--- src/rtl/silvland_pkg.sv ---
// Shared types and default constants for the Silver Land ROM download path.
// Imported by dl_slot_div and silvland_dl_ctrl.
package silvland_pkg;

   typedef enum logic [2:0] {
      EMPTY,
      LOAD,
      FLUSH,
      HOLD,
      RUN
   } dl_state_t;

   localparam logic [16:0] DEF_EXP_BYTES   = 17'h0C000;
   localparam int          DEF_HOLD_CYCLES = 1024;
   localparam int          DEF_WR_DIV      = 4;

endpackage

--- src/rtl/dl_slot_div.sv ---
// Free-running write-slot divider: slot is high when the counter is 0,
// slot_pre is high the cycle before. Ports: clk_sys, reset in; slot,
// slot_pre out. WR_DIV must be a power of two (2..16).
module dl_slot_div
   import silvland_pkg::*;
#(
   parameter int WR_DIV = DEF_WR_DIV
) (
   input  logic clk_sys,
   input  logic reset,
   output logic slot,
   output logic slot_pre
);

   localparam int CW = (WR_DIV > 1) ? $clog2(WR_DIV) : 1;

   logic [CW-1:0] cnt_q;
   logic [CW-1:0] cnt_d;

   // Power-of-two period, so natural wrap gives the modulo.
   always_comb begin
      cnt_d = cnt_q + CW'(1);
   end

   always_ff @(posedge clk_sys) begin
      if (reset) begin
         cnt_q <= '0;
      end else begin
         cnt_q <= cnt_d;
      end
   end

   assign slot     = (cnt_q == '0);
   assign slot_pre = (cnt_q == CW'(WR_DIV - 1));

endmodule

--- src/rtl/silvland_dl_ctrl.sv ---
// ROM download controller: one-entry write buffer paced onto dn_* by the
// slot divider, ioctl_wait back-pressure, core reset hold and status.
// Ports: clk_sys/reset, ioctl_* download in, ioctl_wait out, dn_* ROM
// write out, core_reset, dl_done, dl_err, dl_sum status out.
module silvland_dl_ctrl
   import silvland_pkg::*;
#(
   parameter logic [16:0] EXP_BYTES   = DEF_EXP_BYTES,
   parameter int          HOLD_CYCLES = DEF_HOLD_CYCLES,
   parameter int          WR_DIV      = DEF_WR_DIV
) (
   input  logic        clk_sys,
   input  logic        reset,
   input  logic        ioctl_download,
   input  logic        ioctl_wr,
   input  logic [24:0] ioctl_addr,
   input  logic [7:0]  ioctl_dout,
   output logic        ioctl_wait,
   output logic [15:0] dn_addr,
   output logic [7:0]  dn_data,
   output logic        dn_wr,
   output logic        core_reset,
   output logic        dl_done,
   output logic        dl_err,
   output logic [7:0]  dl_sum
);

   localparam int HW = $clog2(HOLD_CYCLES + 1);

   dl_state_t   state_q, state_d;
   logic        buf_full_q, buf_full_d;
   logic [15:0] buf_addr_q, buf_addr_d;
   logic [7:0]  buf_data_q, buf_data_d;
   logic [16:0] byte_cnt_q, byte_cnt_d;
   logic [HW-1:0] hold_cnt_q, hold_cnt_d;
   logic        wait_q, wait_d;
   logic        dn_wr_q, dn_wr_d;
   logic [15:0] dn_addr_q, dn_addr_d;
   logic [7:0]  dn_data_q, dn_data_d;
   logic        core_reset_q, core_reset_d;
   logic        done_q, done_d;
   logic        err_q, err_d;
   logic [7:0]  sum_q, sum_d;

   logic slot;
   logic slot_pre;
   logic drain;
   logic in_load;
   logic addr_ok;
   logic accept;

   dl_slot_div #(
      .WR_DIV (WR_DIV)
   ) u_slot (
      .clk_sys  (clk_sys),
      .reset    (reset),
      .slot     (slot),
      .slot_pre (slot_pre)
   );

   assign drain   = slot & buf_full_q;
   assign in_load = (state_q == LOAD);
   assign addr_ok = (ioctl_addr[24:16] == 9'd0);
   // A draining slot frees the entry in the same cycle it is refilled.
   assign accept  = in_load & ioctl_wr & addr_ok & (~buf_full_q | drain);

   always_comb begin
      state_d    = state_q;
      buf_addr_d = buf_addr_q;
      buf_data_d = buf_data_q;
      byte_cnt_d = byte_cnt_q;
      hold_cnt_d = hold_cnt_q;
      err_d      = err_q;
      sum_d      = sum_q;
      dn_addr_d  = dn_addr_q;
      dn_data_d  = dn_data_q;

      buf_full_d = accept | (buf_full_q & ~drain);

      if (accept) begin
         buf_addr_d = ioctl_addr[15:0];
         buf_data_d = ioctl_dout;
         sum_d      = sum_q + ioctl_dout;
         if (byte_cnt_q != '1) begin
            byte_cnt_d = byte_cnt_q + 17'd1;
         end
      end

      if (in_load & ioctl_wr & (~addr_ok | (buf_full_q & ~drain))) begin
         err_d = 1'b1;
      end

      unique case (state_q)
         EMPTY: begin
            if (ioctl_download) state_d = LOAD;
         end
         LOAD: begin
            if (!ioctl_download) state_d = FLUSH;
         end
         FLUSH: begin
            // Leave on the draining cycle so the hold starts right after it.
            if (!buf_full_d) begin
               state_d    = HOLD;
               hold_cnt_d = '0;
               if (byte_cnt_q != EXP_BYTES) err_d = 1'b1;
            end
         end
         HOLD: begin
            if (ioctl_download) begin
               state_d = LOAD;
            end else if (hold_cnt_q == HW'(HOLD_CYCLES - 1)) begin
               state_d = RUN;
            end else begin
               hold_cnt_d = hold_cnt_q + HW'(1);
            end
         end
         RUN: begin
            if (ioctl_download) state_d = LOAD;
         end
         default: state_d = EMPTY;
      endcase

      if ((state_d == LOAD) && (state_q != LOAD)) begin
         sum_d      = '0;
         byte_cnt_d = '0;
         err_d      = 1'b0;
      end

      // Outputs are registered one cycle ahead so dn_wr lands on the slot.
      wait_d  = buf_full_d;
      dn_wr_d = slot_pre & buf_full_d;
      if (dn_wr_d) begin
         dn_addr_d = buf_addr_d;
         dn_data_d = buf_data_d;
      end
      core_reset_d = (state_d != RUN);
      done_d       = (state_d == RUN);
   end

   always_ff @(posedge clk_sys) begin
      if (reset) begin
         state_q      <= EMPTY;
         buf_full_q   <= 1'b0;
         buf_addr_q   <= '0;
         buf_data_q   <= '0;
         byte_cnt_q   <= '0;
         hold_cnt_q   <= '0;
         wait_q       <= 1'b0;
         dn_wr_q      <= 1'b0;
         dn_addr_q    <= '0;
         dn_data_q    <= '0;
         core_reset_q <= 1'b1;
         done_q       <= 1'b0;
         err_q        <= 1'b0;
         sum_q        <= '0;
      end else begin
         state_q      <= state_d;
         buf_full_q   <= buf_full_d;
         buf_addr_q   <= buf_addr_d;
         buf_data_q   <= buf_data_d;
         byte_cnt_q   <= byte_cnt_d;
         hold_cnt_q   <= hold_cnt_d;
         wait_q       <= wait_d;
         dn_wr_q      <= dn_wr_d;
         dn_addr_q    <= dn_addr_d;
         dn_data_q    <= dn_data_d;
         core_reset_q <= core_reset_d;
         done_q       <= done_d;
         err_q        <= err_d;
         sum_q        <= sum_d;
      end
   end

   assign ioctl_wait = wait_q;
   assign dn_wr      = dn_wr_q;
   assign dn_addr    = dn_addr_q;
   assign dn_data    = dn_data_q;
   assign core_reset = core_reset_q;
   assign dl_done    = done_q;
   assign dl_err     = err_q;
   assign dl_sum     = sum_q;

endmodule
--- config.mk ---
export PLATFORM = sky130hd
export DESIGN_NAME = silvland_dl_ctrl
export DESIGN_NICKNAME = d
export VERILOG_FILES = /design/src/rtl/silvland_pkg.sv /design/src/rtl/dl_slot_div.sv /design/src/rtl/silvland_dl_ctrl.sv
export SDC_FILE = /design/constraint.sdc
export NUM_CORES = 1
export LEC_CHECK = 0
export CAP_MARGIN = 20
export CORE_UTILIZATION = 40
export DETAILED_ROUTE_END_ITERATION = 10
export PLACE_DENSITY_LB_ADDON = 0.15
export SKIP_CTS_REPAIR_TIMING = 1
export SLEW_MARGIN = 20
export SYNTH_ARGS = -nofsm -noshare
export SYNTH_HDL_FRONTEND = slang
export SYNTH_SLANG_ARGS = --single-unit
export TNS_END_PERCENT = 10
--- constraint.sdc ---
create_clock -name clk_sys -period 5.1 [get_ports clk_sys]
set_input_delay 1.53 -clock clk_sys [delete_from_list [all_inputs] [get_ports clk_sys]]
set_output_delay 1.53 -clock clk_sys [all_outputs]
set_load 0.05 [all_outputs]
# --- Word-level counts from Yosys, hierarchy flattened ---
# Cells that the tools add are included.
op_classes:
  n_addsub: 4
  mul: 0
  n_div: 0
  magnitude_cmp: 0
  n_eq_ne: 15
  shift: 0
  mux: 16
  bitwise: 13
  reduce_logical: 9
op_table:
  columns: ["cell", "count"]
  rows:
  - ["2-to-1 mux 11 bit", 3]
  - ["case mux 11 bit (2 select lines)", 1]
  - ["adder 17 x 1 -> 17 bit (second input constant)", 1]
  - ["inequality test 17 x 16 -> 1 bit (second input constant)", 1]
  - ["inequality test 17 bit (second input constant)", 1]
  - ["2-to-1 mux 16 bit", 1]
  - ["2-to-1 mux 3 bit", 5]
  - ["case mux 3 bit (4 select lines)", 1]
  - ["adder 11 x 1 -> 11 bit (second input constant)", 1]
  - ["equality test 11 x 10 -> 1 bit (second input constant)", 1]
  - ["zero test 9 bit", 1]
  - ["adder 8 bit", 1]
  - ["2-to-1 mux 8 bit", 1]
  - ["bitwise AND 1 bit", 7]
  - ["equality test 3 x 1 -> 1 bit (second input constant)", 2]
  - ["equality test 3 x 2 -> 1 bit (second input constant)", 2]
  - ["equality test 3 bit (second input constant)", 2]
  - ["inequality test 2 bit (second input constant)", 3]
  - ["2-to-1 mux 1 bit", 4]
  - ["AND reduction 4 bit", 1]
  - ["OR reduction 2 bit", 2]
  - ["zero test 3 bit", 1]
  - ["inequality test 3 x 1 -> 1 bit (second input constant)", 1]
  - ["inequality test 3 bit (second input constant)", 1]
  - ["8 further kinds", 12]
word_totals:
  regBits: 94
  latchBits: 0
  ram_bits: 0
  rom_bits: 0
  input_bits: 37
  out_inout_bits: 37
  elab_cells: 71
  n_memories: 0

# --- Longest topological paths before layout ---
# Gate-level depths: netlist (run 1).
logic_depth:
  word_depth: 10
  depth_mapped: 10

# --- Modules after synthesis ---
# A second synthesis (run 1) with hierarchy kept.
hier_totals:
  cells_unflattened: 457
  hier_area_um2: 4117.7
modules_own_cells:
  columns: ["mod", "n_inst", "cells_per_inst", "area_per_inst_um2", "seq_area_each_um2"]
  rows:
  - ["silvland_dl_ctrl", 1, 449, 4035.1, 1841.8]
  - ["dl_slot_div", 1, 8, 82.6, 40.0]

# --- Worst setup path before layout (run 1) ---
# OpenSTA, ideal clock, no wires.
synth_path:
  kind: "input -> register"
  start: "in ioctl_dout[0]"
  end: "reg sum_q[6] (netlist: dl_sum[6])"
  setup_time_ns: 0.063
  t_arrival_ns: 2.996
  required_ns: 5.037
  slack_ns: 2.041
  path_stages: 8
  n_path_buf: 0
  path_cell_list: "ha_1 -> inv_1 -> fa_1 -> nand2b_1 -> a21oi_1 -> o21ai_0 -> a2111o_1 -> nand3_1"
synth_via:
  elab_chain_len: 1
synth_lines:
  columns: ["item", "line", "text"]
  rows:
  - ["start: declaration", "silvland_dl_ctrl.sv:17", "input logic [7:0] ioctl_dout,"]
  - ["adder 8 bit", "silvland_dl_ctrl.sv:83", "sum_d = sum_q + ioctl_dout;"]
  - ["end signal: assignment", "silvland_dl_ctrl.sv:170", "sum_q <= sum_d;"]
  - ["end: declaration", "silvland_dl_ctrl.sv:43", "logic [7:0] sum_q, sum_d;"]
# No other way between the ends.
# A chain may end at the register's enable or synchronous reset.

# --- Worst setup path in the final report (run 1) ---
layout_path:
  start: "in ioctl_addr[18]"
  end: "reg sum_q[5] (netlist: dl_sum[5])"
layout_via:
  elab_chain_len: 9
layout_lines:
  columns: ["item", "line", "text"]
  rows:
  - ["start: declaration", "silvland_dl_ctrl.sv:16", "input logic [24:0] ioctl_addr,"]
  - ["zero test 9 bit *", "silvland_dl_ctrl.sv:63", "assign addr_ok = (ioctl_addr[24:16] == 9'd0);"]
  - ["bitwise AND 1 bit * (2 in a row)", "silvland_dl_ctrl.sv:65", "assign accept = in_load & ioctl_wr & addr_ok & (~buf_full_q | drain);"]
  - ["OR 1 bit", "silvland_dl_ctrl.sv:78", "buf_full_d = accept | (buf_full_q & ~drain);"]
  - ["2-to-1 mux 3 bit", "silvland_dl_ctrl.sv:102", "if (!buf_full_d) begin"]
  - ["case mux 3 bit (4 select lines)", "silvland_dl_ctrl.sv:93", "unique case (state_q)"]
  - ["equality test 3 x 1 -> 1 bit", "silvland_dl_ctrl.sv:123", "if ((state_d == LOAD) && (state_q != LOAD)) begin"]
  - ["logical AND 1 bit", "silvland_dl_ctrl.sv:123", null]
  - ["OR reduction 2 bit (no line)", null, null]
# Mark *: on every way between the ends. The rest lies on a longest branch, timed or not.

==> results.md, run 1 <==
* Final Critical Period at 3.81 ns
* Initial antenna violation count at 0
* First-pass GRT wire length at 15700 µm
* Wirelength per Cell at 14.0 µm
* Die W at 104 µm
* Max-cap violations at 0
* Max Clock Freq at 0.262 GHz
* CP delay by family, top: simple AND/OR/NAND/NOR gates
* Ports at 74
* Leading cell type in the layout, fill and taps excluded: dfxtp_1
* Worst-skew pair later-pin latency at 0.36 ns
* CP Buf/Inv Count at 1
* Maximum vdd drop at 0.130 mV
* Remaining global-route overflow at 0
* Crit path max-delay cell type: or2_2
* Final hold violations at 0
* Area contributors post-synth: dfxtp_1 46%, mux2i_1 7.3%, nor2_1 6.5%, a211oi_1 5.1%, ha_1 3.9%
* Critical Path RT at 5.40 ns
* CTS clk-pin slew, worst paths at 0.10 ns
* Largest stage delay, worst path at 0.74 ns
* # clock sinks at 94
* Pwr Total at 1310 µW
* Number of global-route vias before repair at 3302
* Cells after Synth at 456
* Die area at 10700 µm²
* CTS Buf Count at 9
* Leakage at 0.00187 µW
* ANT nets after route at 0
* Critical path launch point type: input port
* Slew HR at 32.8%
* Row count at 36
* Syn avg cell area at 9.06 µm²
* Drt initial violations at 124
* Ys flop type: dfxtp_1
* Final Cycle Share at 74.7%
* Clk_skew at 0.0110 ns
* CTS tree: done
* # H-tree levels at 3
* Core area at 9910 µm²
* Worst path cell trace: clkdlybuf4s50_1, nor4_4, nand2_1, or2_2, or4_1, nand3_1
* Number of synthesized flops with an enable pin at 0
* Dpl hpwl at 6420 µm
* Critical path class: in -> reg
* Worst-path maximum fanout at 33
* Arr. time, crit path at 4.11 ns
* Hold WC Path Type: reg -> reg
* Commonest non-fill, non-tap cells in the layout: 94 x dfxtp_1, 72 x nor2_1, 72 x clkdlybuf4s50_1
* FFs w/ async S/R, synth at 0%
* Die Y at 104 µm
* Syn nets at 507
* 1st-pass router iterations at 4
* Worst Tran Pin Value at 1.01 ns
* PortBufs at 73
* Crit. End Element: flop
* Power per cell area at 256 nW/µm²
* Final net count at 570
* Final Setup Violations at 0
* Fin. max-slew vios at 0
* Filler cells at 947
* Final wirelength at 9210 µm
* Starting Density at 41.7%
* Synthesized area at 4130 µm²
* Synth warn at 0
* Layout cell share with drive strength beyond 1 at 5.34%
* Drt via density at 5.22
* Outcome: finished, final reports clean
* Synth area leader: dfxtp_1
* Share of the synthesized area in the top cell type at 45.5%
* Register area share after synthesis at 45.5%
* Vias at 3427
* Synthesis-to-finish area growth at 24.2%
* Largest net degree at the start of global routing at 59
* #FFs+latches synth at 94
* Setup TNS at 0 ns
* Synth unique cells at 51
* N_diodes at 0
* RSZ-0062 raised after global routing: no
* Total track usage at 17.9%
* Max Root-Sink Buffers at 2
* Drc violations at 0
* Final Wtd Congestion at 0.775
* Root buf cell: clkbuf_8
routing by layer:
layer	GRT usage (%)	wire, µm
met1	22.9	4350
met2	29.2	4340
met3	4.59	398
met4	5.59	119
met5	0	0
cell usage after synthesis, types with 2 or more instances:
master / instances
buf_2: 4
xnor2_1: 13
buf_6: 2
and2_1: 2
ha_1: 13
or3_1: 3
nor2_1: 72
and4_1: 2
nand2b_1: 11
mux2i_1: 30
a211oi_1: 28
nand4b_1: 2
nand3_1: 13
dfxtp_1: 94
nand4_1: 10
nor4_1: 16
a21o_1: 2
o21ai_0: 14
a31oi_1: 2
a21oi_1: 20
inv_1: 14
or4_1: 5
nor3_1: 9
o31ai_1: 2
and3_1: 3
nand2_1: 25
clkbuf_1: 16
nor2b_1: 6
metrics by stage:
stage | instance area (µm²) | hold WS [ns] | std cells | util (%) | setup WS (ns)
floorplan | 4130 | 0.417 | 456 | - | 2.04
global placement | 4940 | 0.431 | 641 | 49.9 | 0.944
detailed placement | 4940 | 0.442 | 641 | 49.9 | 0.929
CTS | 5130 | 0.465 | 657 | 51.8 | 1.29
global route | 5130 | 0.506 | 657 | 51.8 | 1.19
finish | 5130 | 0.464 | 657 | 51.8 | 1.29
logic make-up (layout without fill, tap and decap cells):
family / Yosys count / count (layout) / synth area share [%]
and+or+nand+nor: 190 / 190 / 23.9
DFF: 94 / 94 / 45.5
AOI/OAI and AO/OA: 77 / 77 / 12.1
buffers and inverters: 38 / 106 / 4.03
muxes: 30 / 30 / 7.27
adders and majority gates: 14 / 14 / 4.42
xor gates and xnor gates: 13 / 13 / 2.76
path summary, 6_finish.rpt:
check | startpoint | end | slack [ns] | depth (start not counted)
setup / recovery | ioctl_addr[18] | dl_sum[5]$_SDFFE_PP0N_ | 1.29 | 6
hold / removal | u_slot.cnt_q[0]$_SDFF_PP0_ | u_slot.cnt_q[0]$_SDFF_PP0_ | 0.46 | 1
setup reg to reg | byte_cnt_q[3]$_SDFFE_PP0P_ | byte_cnt_q[15]$_SDFFE_PP0P_ | 2.42 | 9
hold reg to reg | u_slot.cnt_q[0]$_SDFF_PP0_ | u_slot.cnt_q[0]$_SDFF_PP0_ | 0.46 | 1
area by class of cell:
type | instances | area, µm² | area share, %
Tap cell | 133 | 166 | 3.24
Clock inverter | 7 | 65.1 | 1.27
Timing Repair Buffer | 76 | 748 | 14.6
Sequential cell | 94 | 1880 | 36.7
Clock buffer | 9 | 124 | 2.41
Inverter | 14 | 52.6 | 1.02
Multi-Input combinational cell | 324 | 2090 | 40.8
flip-flops by register name (all words and copies together) (netlist names):
signal,cells
byte_cnt_q,17
buf_addr_q,16
dn_addr,16
hold_cnt_q,11
buf_data_q,8
dl_sum,8
dn_data,8
state_q,3
u_slot.cnt_q,2
core_reset,1
dl_done,1
dl_err,1
dn_wr,1
ioctl_wait,1
power breakdown:
part / internal (µW) / switching, µW / total (µW)
registers: 738 / 4.63 / 742
logic: 40.9 / 48.4 / 89.3
clock network: 189 / 291 / 480
Power figures use the tool's default switching activity.
==> run 2: changes to the inputs <==
- clock period: 5.1 -> 3.9 ns (I/O delays scaled with it)
==> run 2 against run 1 <==
Compared with the run above:
- clock skew about the same
- die area is the same
- count of clock-buffer cells in the layout up 2
- highest routed layer unchanged
- sequential share of layout area shrank 0.12 points
- cell area is 0.34% higher
- register-to-register slack got worse by 1.0 ns
- combinational power is 32% higher
- largest power group unchanged
- critical path depth grew 3
==> results.md, run 2 (same netlist as run 1, synthesis figures left out) <==
* Synthesis-to-finish area growth at 24.7%
* Non-filler cells, final at 660
* Commonest non-fill, non-tap cells in the layout: 94 x dfxtp_1, 72 x nor2_1, 72 x clkdlybuf4s50_1
* RSZ-0062 raised after global routing: no
* Number of global-route vias before repair at 3310
* Ports at 74
* Maximum vdd drop at 0.196 mV
* Starting Density at 41.7%
* Seq pwr share at 57.4%
* CTS tree: done
* Power share of the combinational group at 7.0%
* Vias at 3461
* Final Critical Period at 3.10 ns
* CTS clk-pin slew, worst paths at 0.09 ns
* Core area at 9910 µm²
* Worst reg2reg path depth at 9
* Initial antenna violation count at 0
* Hold WC Path Type: reg -> reg
* Worst Setup Slack, final at 0.802 ns
* Drt initial violations at 171
* CTS Buf Count at 9
* CP delay by family, top: compound AO/OA/AOI/OAI gates
* RR Endpoint: byte_cnt_q[9]$_SDFFE_PP0P_
* Leakage at 0.00188 µW
* Max Root-Sink Buffers at 2
* Leading cell type in the layout, fill and taps excluded: dfxtp_1
* Remaining global-route overflow at 0
* Largest net degree at the start of global routing at 49
* Register area at 1880 µm²
* 1st-pass router iterations at 4
* Root buf cell: clkbuf_8
* Total track usage at 17.8%
* Reg-to-reg setup timing slack at 1.41 ns
* Wirelength per Cell at 13.8 µm
* ANT nets after route at 0
* Multi-input logic area at 2090 µm²
* Biggest register: byte_cnt_q
* Placement Setup Slack at 0.474 ns
* Worst-skew pair later-pin latency at 0.35 ns
* Max FFs per register at 17
* Switching fraction of total power at 24.5%
* Crit path max-delay cell type: clkdlybuf4s50_1
* Die Y at 104 µm
* Max Clock Freq at 0.323 GHz
* Final Cycle Share at 79.4%
* Critical path launch point type: input port
* Worst-path maximum fanout at 3
* Final net count at 573
* Worst Tran Pin Value at 0.773 ns
* Row count at 36
* Int Power at 1270 µW
* PortBufs at 73
* Critical Path RT at 4.20 ns
* Die W at 104 µm
* Setup TNS at 0 ns
* Final Setup Violations at 0
* Dpl hpwl at 6620 µm
* Outcome: finished, final reports clean
* Fin. max-slew vios at 0
* Layout cell share with drive strength beyond 1 at 5.69%
* # clock sinks at 94
* Final Wtd Congestion at 0.774
* First-pass GRT wire length at 15500 µm
* Crit. End Element: flop
* Hold worst-path end: u_slot.cnt_q[0]$_SDFF_PP0_
* Reg-to-reg startpoint: byte_cnt_q[3]$_SDFFE_PP0P_
* Slew HR at 48.1%
* Final hold slack at 0.457 ns
* CP Buf/Inv Count at 2
* Power per cell area at 328 nW/µm²
* Worst path cell trace: clkdlybuf4s50_1, ha_1, inv_1, fa_1, nand2b_1, a21oi_1, o21ai_0, a2111o_1, nand3_1
* Clk_skew at 0.0107 ns
* Filler cells at 983
* Final wirelength at 9140 µm
* Die area at 10700 µm²
* Arr. time, crit path at 3.40 ns
* Clock share of power at 35.6%
* # H-tree levels at 3
* Final hold violations at 0
* Hold path depth at 1
* Largest stage delay, worst path at 0.49 ns
* N_diodes at 0
* Drt via density at 5.24
* Psw at 415 µW
* Drc violations at 0
* Placed cell count at 644
* Critical path class: in -> reg
* Startpoint of the worst hold path: u_slot.cnt_q[0]$_SDFF_PP0_
* Max-cap violations at 0
-- run 2: cell count changes in the layout (fill, tap and decap cells not counted) --
cell / previous run / this run
buf_4: 3 / 6
clkbuf_1: 0 / 1
clkbuf_8: 9 / 10
clkinv_4: 2 / 3
inv_6: 2 / 1
inv_8: 2 / 0
-- run 2: worst max path at each step --
stage,startpoint,endpoint,slack [ns],depth (start not counted)
floorplan,ioctl_dout[0],dl_sum[6]$_SDFFE_PP0N_,1.20,8
global placement,ioctl_dout[0],dl_sum[6]$_SDFFE_PP0N_,0.53,9
detailed placement,ioctl_addr[18],dn_addr[9]$_SDFFE_PP0P_,0.47,7
CTS,ioctl_addr[18],dn_addr[8]$_SDFFE_PP0P_,0.86,7
global route,ioctl_dout[0],dl_sum[6]$_SDFFE_PP0N_,0.75,9
finish,ioctl_dout[0],dl_sum[6]$_SDFFE_PP0N_,0.80,9
-- run 2: area by class of cell --
cell class,instances,share of cell area (%)
Tap cell,133,3.23
Sequential cell,94,36.5
Clock inverter,5,0.826
Timing Repair Buffer,79,15.0
Multi-Input combinational cell,324,40.7
Clock buffer,11,2.75
Inverter,14,1.02
-- run 2: layer usage --
layer	vias up	part of all wire [%]	track usage, %	routed length, µm
li1	1755	-	-	-
met4	0	1.5	6.31	137
met2	69	48	29.9	4390
met5	-	0	0	0
met1	1626	45	21.8	4150
met3	11	5.0	4.85	460
-- run 2: per-stage QoR --
step,area (µm²),total power [µW],util (%)
5_1_grt,5150,1770,52.0
6_report,5150,1690,52.0
3_5_place_dp,4970,1110,50.1
4_1_cts,5150,1710,52.0
3_3_place_gp,4970,1110,50.1
2_1_floorplan,4130,1050,-
-- run 2: power groups by stage --
stage,combinational [µW],sequential (µW),clock [µW]
floorplan,58.8,995,0
global placement,117,993,0
detailed placement,119,993,0
CTS,120,970,624
global route,130,972,665
finish,118,971,601
==> run 3: changes to the inputs <==
- clock period: 3.9 -> 2.65 ns (I/O delays scaled with it)
==> run 3 against run 2 <==
Compared with the run above:
- critical path depth did not move
- clock power grew 58%
- sequential power increased by 47%
- cell area rose by 3.2%
- hold slack better by 0.015 ns
- register-to-register slack lost 1.0 ns
- global-route usage increased by 0.34 points
- first-iteration DRC count shrank 0.58%
- sequential share of layout area decreased by 1.1 points
- largest cell class unchanged
- via count increased by 1.6%
- flip-flop and latch count did not move
==> results.md, run 3 (same netlist as run 1, synthesis figures left out) <==
* Seq pwr share at 55.8%
* Placement Setup Slack at -0.270 ns
* Switching fraction of total power at 26.6%
* Worst path cell trace: clkdlybuf4s50_1, ha_1, inv_1, fa_1, nand2b_1, a21oi_2, o21ai_0, a2111o_1, nand3_1
* Fin. max-slew vios at 0
* Crit path max-delay cell type: clkdlybuf4s50_1
* Final wirelength at 9450 µm
* Drc violations at 0
* Clk_skew at 0.0191 ns
* Leading cell type in the layout, fill and taps excluded: dfxtp_1
* CTS clk-pin slew, worst paths at 0.10 ns
* Max Root-Sink Buffers at 2
* Die W at 104 µm
* Drt via density at 5.20
* Crit. Startpoint: ioctl_dout[0]
* First-pass GRT wire length at 15800 µm
* Row count at 36
* Register area at 1880 µm²
* Maximum vdd drop at 0.244 mV
* Max-cap violations at 0
* PortBufs at 73
* Final Wtd Congestion at 0.860
* Critical path launch point type: input port
* Final Critical Period at 2.53 ns
* Root buf cell: clkbuf_8
* Largest stage delay, worst path at 0.48 ns
* Biggest register: byte_cnt_q
* Reg-to-reg startpoint: byte_cnt_q[8]$_SDFFE_PP0P_
* Commonest non-fill, non-tap cells in the layout: 94 x dfxtp_1, 72 x nor2_1, 72 x clkdlybuf4s50_1
* CP Depth at 9
* Dpl hpwl at 6860 µm
* Hold WC Path Type: reg -> reg
* Layout cell share with drive strength beyond 1 at 8.84%
* Clock share of power at 37.2%
* Initial antenna violation count at 0
* Final hold violations at 0
* ANT nets after route at 0
* Drt initial violations at 170
* Max Clock Freq at 0.396 GHz
* RSZ-0062 raised after global routing: no
* Int Power at 1880 µW
* Arr. time, crit path at 2.83 ns
* Multi-input logic area at 2100 µm²
* Final net count at 589
* Die Y at 104 µm
* Worst Tran Pin Value at 0.575 ns
* Synthesis-to-finish area growth at 28.6%
* Power per cell area at 482 nW/µm²
* Worst-path maximum fanout at 3
* Hold path depth at 1
* CTS tree: done
* Number of global-route vias before repair at 3298
* Filler cells at 938
* Final Setup Violations at 0
* Worst reg2reg path depth at 9
* Final Cycle Share at 95.4%
* Wirelength per Cell at 14.0 µm
* # clock sinks at 94
* Vias at 3518
* Power share of the combinational group at 7.0%
* Placed cell count at 660
* Critical Path RT at 2.95 ns
* 1st-pass router iterations at 5
* CTS Buf Count at 9
* Final hold slack at 0.472 ns
* Critical path class: in -> reg
* Remaining global-route overflow at 0
* Startpoint of the worst hold path: u_slot.cnt_q[0]$_SDFF_PP0_
* Core area at 9910 µm²
* Die area at 10700 µm²
* Pwr Total at 2560 µW
* Psw at 682 µW
* Ports at 74
* Starting Density at 41.7%
* Worst Setup Slack, final at 0.123 ns
* Slew HR at 61.6%
* Crit. End Element: flop
* N_diodes at 0
* # H-tree levels at 3
* Max FFs per register at 17
* CP delay by family, top: compound AO/OA/AOI/OAI gates
* Largest net degree at the start of global routing at 49
* Outcome: finished, final reports clean
* Worst-skew pair later-pin latency at 0.36 ns
* Non-filler cells, final at 676
* Total track usage at 18.1%
* Leakage at 0.00197 µW
* CP Buf/Inv Count at 2
==> run 3: metal layers <==
metal  global-route usage (%)  share of wire (%)
met1                     24.2                 48
met2                     28.6                 47
met3                     4.22                3.9
met4                     6.21                1.0
met5                        0                  0
==> run 3: worst paths after layout <==
| kind | endpoint | slack (ns) |
|---|---|---|
| setup / recovery | dl_sum[6]$_SDFFE_PP0N_ | 0.12 |
| hold / removal | u_slot.cnt_q[0]$_SDFF_PP0_ | 0.47 |
| setup reg to reg | byte_cnt_q[3]$_SDFFE_PP0P_ | 0.37 |
| hold reg to reg | u_slot.cnt_q[0]$_SDFF_PP0_ | 0.47 |
==> run 3: power groups by stage <==
stage | Clock, µW | Combinational, µW | Sequential (µW)
2_1_floorplan | 0 | 86.6 | 1460
3_3_place_gp | 0 | 179 | 1460
3_5_place_dp | 0 | 182 | 1460
4_1_cts | 981 | 182 | 1430
5_1_grt | 1050 | 196 | 1430
6_report | 952 | 180 | 1430
==> run 3: layout make-up <==
cell class	instances	share of cell area, %
Clock buffer	9	2.33
Clock inverter	7	1.41
Inverter	14	0.989
Multi-Input combinational cell	324	39.5
Sequential cell	94	35.4
Tap cell	133	3.13
Timing Repair Buffer	95	17.2
==> run 3: per-stage QoR <==
stage | TNS [ns] | utilization (%) | cell area (µm²)
final | 0 | 53.6 | 5310
after global routing | 0 | 53.6 | 5310
after CTS | 0 | 53.6 | 5310
after detailed placement | -3.25 | 51.6 | 5110
after global placement | -1.86 | 51.6 | 5110
after floorplan | 0 | - | 4130
